## src/rtl/instr_prefetch_buffer.sv

```systemverilog
// ---------------------------------------------------------------------------
// instr_prefetch_buffer
//   IF-stage prefetcher feeding the instruction aligner. Issues word-aligned
//   OBI-style fetches, tracks outstanding requests and buffers returned
//   words in a small FIFO. A branch flushes the FIFO, marks every in-flight
//   response as stale and restarts fetching at the target word.
//
// Parameters
//   DEPTH            FIFO entries (power of two, >= 2)
//   MAX_OUTSTANDING  granted-but-unanswered requests (1..DEPTH)
//
// Ports
//   clk, rst_n                 clock, asynchronous active-low reset
//   req_i                      fetch enable
//   branch_i, branch_addr_i    redirect pulse and byte target
//   fetch_valid_o/rdata_o      FIFO head to the aligner
//   fetch_ready_i              aligner pops the head
//   instr_req_o/addr_o         memory request and word address
//   instr_gnt_i                request accepted
//   instr_rvalid_i/rdata_i     in-order response
//   busy_o                     request pending or responses outstanding
// ---------------------------------------------------------------------------
module instr_prefetch_buffer #(
    parameter int unsigned DEPTH           = 4,
    parameter int unsigned MAX_OUTSTANDING = 2
) (
    input  logic        clk,
    input  logic        rst_n,
    input  logic        req_i,
    input  logic        branch_i,
    input  logic [31:0] branch_addr_i,
    output logic        fetch_valid_o,
    output logic [31:0] fetch_rdata_o,
    input  logic        fetch_ready_i,
    output logic        instr_req_o,
    output logic [31:0] instr_addr_o,
    input  logic        instr_gnt_i,
    input  logic        instr_rvalid_i,
    input  logic [31:0] instr_rdata_i,
    output logic        busy_o
);

    localparam int unsigned CW = $clog2(MAX_OUTSTANDING + 1);
    localparam int unsigned FW = $clog2(DEPTH + 1);
    localparam int unsigned PW = $clog2(DEPTH);
    localparam int unsigned SW = FW + 1;

    logic [31:0]   addr_q;
    logic [CW-1:0] out_cnt;
    logic [CW-1:0] disc_cnt;
    logic [CW-1:0] out_cnt_next;
    logic [FW-1:0] fifo_cnt;
    logic [PW-1:0] rd_ptr;
    logic [PW-1:0] wr_ptr;
    logic [31:0]   mem [DEPTH];

    logic [SW-1:0] credit_sum;
    logic          grant;
    logic          rsp;
    logic          push;
    logic          pop;
    logic          unused_halfword_bits;

    always_comb begin
        credit_sum   = SW'(fifo_cnt) + SW'(out_cnt);
        // Counting outstanding requests against free FIFO slots guarantees
        // every response finds room, so pushes are never blocked.
        instr_req_o  = rst_n & req_i
                     & (out_cnt < CW'(MAX_OUTSTANDING))
                     & (credit_sum < SW'(DEPTH));
        grant        = instr_req_o & instr_gnt_i;
        // Responses with nothing outstanding are ignored so counters saturate.
        rsp          = instr_rvalid_i & (out_cnt != '0);
        out_cnt_next = out_cnt + CW'(grant) - CW'(rsp);
        push         = rsp & (disc_cnt == '0) & ~branch_i;
        pop          = fetch_valid_o & fetch_ready_i & ~branch_i;

        fetch_valid_o = (fifo_cnt != '0);
        fetch_rdata_o = fetch_valid_o ? mem[rd_ptr] : '0;
        instr_addr_o  = addr_q;
        busy_o        = instr_req_o | (out_cnt != '0);

        // The halfword offset belongs to the aligner; only whole words are fetched.
        unused_halfword_bits = ^branch_addr_i[1:0];
    end

    always_ff @(posedge clk or negedge rst_n) begin
        if (!rst_n) begin
            addr_q   <= '0;
            out_cnt  <= '0;
            disc_cnt <= '0;
        end else begin
            out_cnt <= out_cnt_next;
            if (branch_i) begin
                addr_q   <= {branch_addr_i[31:2], 2'b00};
                // Everything still in flight, including a grant taken this
                // cycle at the old address, belongs to the abandoned stream.
                disc_cnt <= out_cnt_next;
            end else begin
                if (grant) begin
                    addr_q <= addr_q + 32'd4;
                end
                if (rsp && (disc_cnt != '0)) begin
                    disc_cnt <= disc_cnt - 1'b1;
                end
            end
        end
    end

    always_ff @(posedge clk or negedge rst_n) begin
        if (!rst_n) begin
            fifo_cnt <= '0;
            rd_ptr   <= '0;
            wr_ptr   <= '0;
        end else if (branch_i) begin
            fifo_cnt <= '0;
            rd_ptr   <= '0;
            wr_ptr   <= '0;
        end else begin
            if (push) begin
                wr_ptr <= wr_ptr + 1'b1;
            end
            if (pop) begin
                rd_ptr <= rd_ptr + 1'b1;
            end
            fifo_cnt <= fifo_cnt + FW'(push) - FW'(pop);
        end
    end

    always_ff @(posedge clk) begin
        if (push) begin
            mem[wr_ptr] <= instr_rdata_i;
        end
    end

endmodule

```

## config.mk

```make
export PLATFORM = sky130hd
export DESIGN_NAME = instr_prefetch_buffer
export DESIGN_NICKNAME = d
export VERILOG_FILES = /design/src/rtl/instr_prefetch_buffer.sv
export SDC_FILE = /design/constraint.sdc
export NUM_CORES = 1
export LEC_CHECK = 0
export CELL_PAD_IN_SITES_DETAIL_PLACEMENT = 0
export CELL_PAD_IN_SITES_GLOBAL_PLACEMENT = 1
export CORE_ASPECT_RATIO = 1.1
export CORE_UTILIZATION = 43
export DETAILED_ROUTE_END_ITERATION = 16
export MAX_ROUTING_LAYER = met4
export PLACE_DENSITY = 0.79
export SLEW_MARGIN = 0
export SYNTH_ARGS = -nofsm -noshare
export SYNTH_HDL_FRONTEND = slang
export SYNTH_SLANG_ARGS = --single-unit
```

## constraint.sdc

```tcl
create_clock -name clk -period 2.8 [get_ports clk]
set_input_delay 0.56 -clock clk [delete_from_list [all_inputs] [get_ports clk]]
set_output_delay 0.56 -clock clk [all_outputs]
set_load 0.005 [all_outputs]
```

## Yosys cells after proc, flatten, opt, wreduce, memory -nomap -nowiden

Memory sizes are Yosys's and may differ from the RTL's.
Cells that the tools add are included.

- Flip-flop bits (word level): 43
- Bits in latches: 0
- RAM bits: 128
- Bits in read-only memories: 0
- Input port bits: 71
- Output and inout bits: 67
- Memories: 1

Memories:

| name | depth | bits a word | rd ports | clocked after memory_dff | wr ports | RTL line | source |
|---|---|---|---|---|---|---|---|
| mem | 4 | 32 | 1 | 0 | 1 | 55 | `logic [31:0] mem [DEPTH];` |

- Add/sub/neg operators: 9
- $mul: 0
- Div/mod/pow operators: 0
- Order comparisons: 2
- Equal/unequal tests: 0
- Shifts and indexed selects: 0
- Multiplexer cells: 12
- Bitwise gates (word level): 11
- Reduce and logical (&&, ||, !) cells: 9

Operators by type and width:

| operator | number |
|---|---|
| two-way mux 32 bit | 3 |
| adder 32 x 3 -> 32 bit, second input constant | 1 |
| two-way mux 2 bit | 6 |
| nonzero test 2 bit | 6 |
| bitwise AND 1 bit | 9 |
| adder 2 x 1 -> 2 bit, second input constant | 2 |
| adder 3 x 2 -> 4 bit | 1 |
| < comparator 4 x 3 -> 1 bit, second input constant | 1 |
| adder 3 x 1 -> 3 bit | 1 |
| two-way mux 3 bit | 1 |
| nonzero test 3 bit | 1 |
| subtractor 3 x 1 -> 3 bit | 1 |
| adder 2 x 1 -> 2 bit | 1 |
| logical NOT 2 bit | 1 |
| < comparator 2 bit, second input constant | 1 |
| two-way mux 1 bit | 2 |
| subtractor 2 x 1 -> 2 bit | 1 |
| subtractor 2 x 1 -> 2 bit, second input constant | 1 |
| logical AND 1 bit | 1 |
| inverter 1 bit | 1 |
| bitwise OR 1 bit | 1 |

## Longest topological paths before layout

- Depth after elaboration: 7
- Depth in mapped cells: 13
- Gate-level depth less buffers: 13

## Least setup slack after synthesis

No wires, ideal clock.

- Kind: input to register
- Start: input instr_rvalid_i
- End: register fifo_cnt[2]
- Library setup time: 0.119 ns
- Arrival time: 2.275 ns
- Path slack: 0.407 ns
- Stages: 12
- Path buffers: 0
- Cell sequence: nor2b_1 nand2_1 nor2_1 inv_1 ha_1 inv_1 ha_1 inv_1 fa_1 xor2_1 xnor2_1 nor2_1

- Cells in the longest elaborated chain, start to end: 6

RTL lines:

| element | RTL line | source |
|---|---|---|
| start: declaration | 38 | `input logic instr_rvalid_i,` |
| bitwise AND 1 bit | 73 | `rsp = instr_rvalid_i & (out_cnt != '0);` |
| bitwise AND 1 bit (2 in a row) | 75 | `push = rsp & (disc_cnt == '0) & ~branch_i;` |
| adder 3 x 1 -> 3 bit | 126 | `fifo_cnt <= fifo_cnt + FW'(push) - FW'(pop);` |
| subtractor 3 x 1 -> 3 bit | 126 |  |
| two-way mux 3 bit | 115 | `end else if (branch_i) begin` |
| end signal: assignment | 126 |  |
| end: declaration | 52 | `logic [FW-1:0] fifo_cnt;` |

No other way between the ends.
A chain may end at the register's enable or synchronous reset.

## Worst setup path in the final report

- Start: input req_i
- End: output instr_req_o

- Cells in the longest elaborated chain, start to end: 3

RTL lines:

| element | RTL line | source |
|---|---|---|
| start: declaration | 29 | `input logic req_i,` |
| bitwise AND 1 bit | 68 | `instr_req_o = rst_n & req_i` |
| bitwise AND 1 bit | 69 | `& (out_cnt < CW'(MAX_OUTSTANDING))` |
| bitwise AND 1 bit | 70 | `& (credit_sum < SW'(DEPTH));` |
| end: declaration | 35 | `output logic instr_req_o,` |

No other way between the ends.

==> impl_metrics.json <==
{
  "status": "complete, no violations",
  "clock_skew_ns": 0.00644,
  "drtIter0Drc": 222,
  "pwr-share-seq": 0.408,
  "grt_max_degree": 64,
  "grt_usage": 0.186,
  "syn_area_per_cell_um2": 15.4,
  "die_x_um": 126,
  "peakVddDrop_v": 0.000421,
  "path_cells": "clkdlybuf4s50_1 > nand4bb_4 > or2_2 > nor2_2 > clkdlybuf4s50_1",
  "hold_slack_ns": 0.274,
  "yosysSeqAreaShare": 0.666,
  "via_count": 4424,
  "worstSetupPathType": "in2out",
  "dr.max_layer_used": "met4",
  "clock_latency_ns": 0.41,
  "hpwl_um": 9970,
  "synth_cells": 474,
  "grt_setup_unrepaired": "true",
  "ys_seq_elements": 169,
  "clockBufferDepth": 2,
  "cp_top_family": "buffers and inverters",
  "end_kind": "output pin",
  "p_sw_mw": 1.91,
  "ant_nets": 0,
  "drc": 0,
  "start_kind": "input pin",
  "post-route-period-util": 0.976,
  "dr.pass1.iters": 4,
  "netlist_top_cells_area": "edfxtp_1, dfrtp_1, mux4_2, and2_1, xor2_1",
  "slew_headroom": 0.611,
  "grt_remaining_overflow": 0,
  "route.met2.wl_um": 7350,
  "dr_wl_met3_um": 916,
  "path_common_cell": "clkdlybuf4s50_1",
  "nNetsFinal": 710,
  "final-instance-count-excl-fill": 847,
  "syn_area_um2": 7310,
  "crit_fanout": 3,
  "grt_first_pass_wirelength_um": 24000,
  "fin_crit_ns": 2.73,
  "async_reset_ff_frac": 0.243,
  "ys_types": 44,
  "core_area_um2": 16500,
  "p_leak_nw": 3.61,
  "p_sw_frac": 0.259,
  "placed_area_um2": 9050,
  "setup_viol_count_final": 0,
  "clkTransAtPathRegs_ns": 0.07,
  "fp-row-count": 49,
  "worstPathArrival_ns": 2.17,
  "fin_util": 0.587,
  "synth_top_area_share": 0.525,
  "synth_top_cell_by_area": "edfxtp_1",
  "cts_tree": "done",
  "gp_congestion": 0.822,
  "placedCellCount": 810,
  "root_buffer": "clkbuf_16",
  "numCtsBuffers": 17,
  "critPathRequiredTime_ns": 2.24,
  "hold_class": "in2async",
  "drive_gt1_frac": 0.164,
  "area_growth_syn_to_layout_pct": 32.4,
  "synth_ff_type": "edfxtp_1",
  "viasPerCell": 5.22,
  "p_int_mw": 5.45,
  "synth-edff-count": 128,
  "cts-hold-fix-buffers": 0,
  "antenna_found_initial": 3,
  "crit_slowest_cell": "clkdlybuf4s50_1",
  "tightest_slew_ns": 0.583,
  "cpPeakStageDelay_ns": 0.53,
  "clock-sinks": 169,
  "wl_met1_um": 6450,
  "maxCapViolations": 0,
  "die_y_um": 139,
  "p_clk_frac": 0.309,
  "h-tree-depth": 4,
  "crit_buf_inv": 2,
  "grt_pass1_vias": 4677,
  "combPwrFrac": 0.283,
  "die_area_um2": 17500,
  "ys_warn_count": 0,
  "power_density_nw_per_um2": 760,
  "finalHoldViolations": 0,
  "initial_utilization": 0.444,
  "slew_viol_final": 0,
  "port-buffer-count": 133,
  "finalInstanceArea_um2": 9690,
  "wl_per_cell_um": 17.6,
  "timing.fmax_mhz": 366,
  "io_pins": 138,
  "wirelength_um": 14900
}
## sequential cells by signal, indices dropped and copies added (netlist names)
name,cells
mem,128
instr_addr_o,30
fifo_cnt,3
disc_cnt,2
out_cnt,2
rd_ptr,2
wr_ptr,2
## worst paths after layout
kind                            slack, ns  cells after the start           to        from
worst min register to register       0.57                      2    wr_ptr[1]   wr_ptr[1]
worst max register to register       0.30                     10  disc_cnt[1]  out_cnt[1]
worst max-delay path                 0.07                      5  instr_req_o       req_i
max in group asynchronous            2.13                      2    rd_ptr[0]       rst_n
worst min-delay path                 0.27                      2   out_cnt[0]       rst_n
min in group clk                     0.40                      2    wr_ptr[0]    branch_i
## routing by layer
layer | global-route usage | vias to the layer above
met5 | - | -
met1 | 0.225 | 2177
met3 | 0.0571 | 13
li1 | - | 2076
met4 | 0.0533 | 0
met2 | 0.301 | 158
## Yosys cell counts (3+ instances only)
master	n
edfxtp_1	128
o21ai_1	18
nand4_1	14
buf_2	4
nand2_1	39
dfrtp_1	41
xnor2_1	14
buf_4	3
nand3_1	14
or3_1	4
and2_1	39
inv_1	11
nor2_1	14
ha_1	11
and4_1	3
xor2_1	20
and3_1	5
clkbuf_1	15
nor3_1	4
nor2b_1	4
mux4_2	32
o21ai_0	12
## logic make-up (layout without fill, tap and decap cells)
group,count (synthesis),in the layout,share of synthesized area
flip-flops,169,169,0.666
AND/OR/NAND/NOR,154,154,0.123
multiplexers,36,36,0.104
buffers and inverters,35,200,0.0212
XOR/XNOR,34,34,0.0407
AO/OA/AOI/OAI,33,33,0.0229
adder cells (fa/ha/maj),12,12,0.0216
other,1,5,0.000513
## metrics by stage
step | TNS (ns) | power, mW | worst slack (ns)
after global routing | -0.0195 | 7.74 | -0.0131
after floorplan | 0 | 4.11 | 0.407
after CTS | 0 | 7.50 | 0.00314
after detailed placement | -0.0940 | 5.19 | -0.0940
final | 0 | 7.36 | 0.0679
after global placement | -0.0345 | 5.15 | -0.0345
## layout by cell type (no fill, tap or decap), types with 15 or more instances in the layout
cell,instances
buf_4,15
mux4_2,32
and2_1,35
nand2_1,39
xor2_1,20
edfxtp_1,128
dfrtp_1,40
o21ai_1,18
dlymetal6s2s_1,16
clkbuf_16,17
clkdlybuf4s50_1,115
## final cells by class
class	count	area, um^2
diodes	3	7.51
clock buffers	19	433
clock inverters	13	141
fillers	1295	6800
inverters	12	45.0
multi-input cells	271	2300
flip-flops and latches	169	4870
well taps	204	255
repair buffers	156	1630
## power by group through the flow
stage	sequential [mW]	combinational [mW]	clock (mW)
4_1_cts	3.00	2.17	2.33
6_report	3.00	2.09	2.27
2_1_floorplan	3.01	1.10	0
3_5_place_dp	3.06	2.13	0
5_1_grt	3.02	2.28	2.43
3_3_place_gp	3.06	2.09	0
## timing repair
item	4_1_cts	5_1_grt
pin swaps	0	0
resized for setup	0	17
setup buffers	1	1
endpoints found under the hold margin	0	0
setup endpoints to repair	29	21
(Power assumes the default switching activity.)
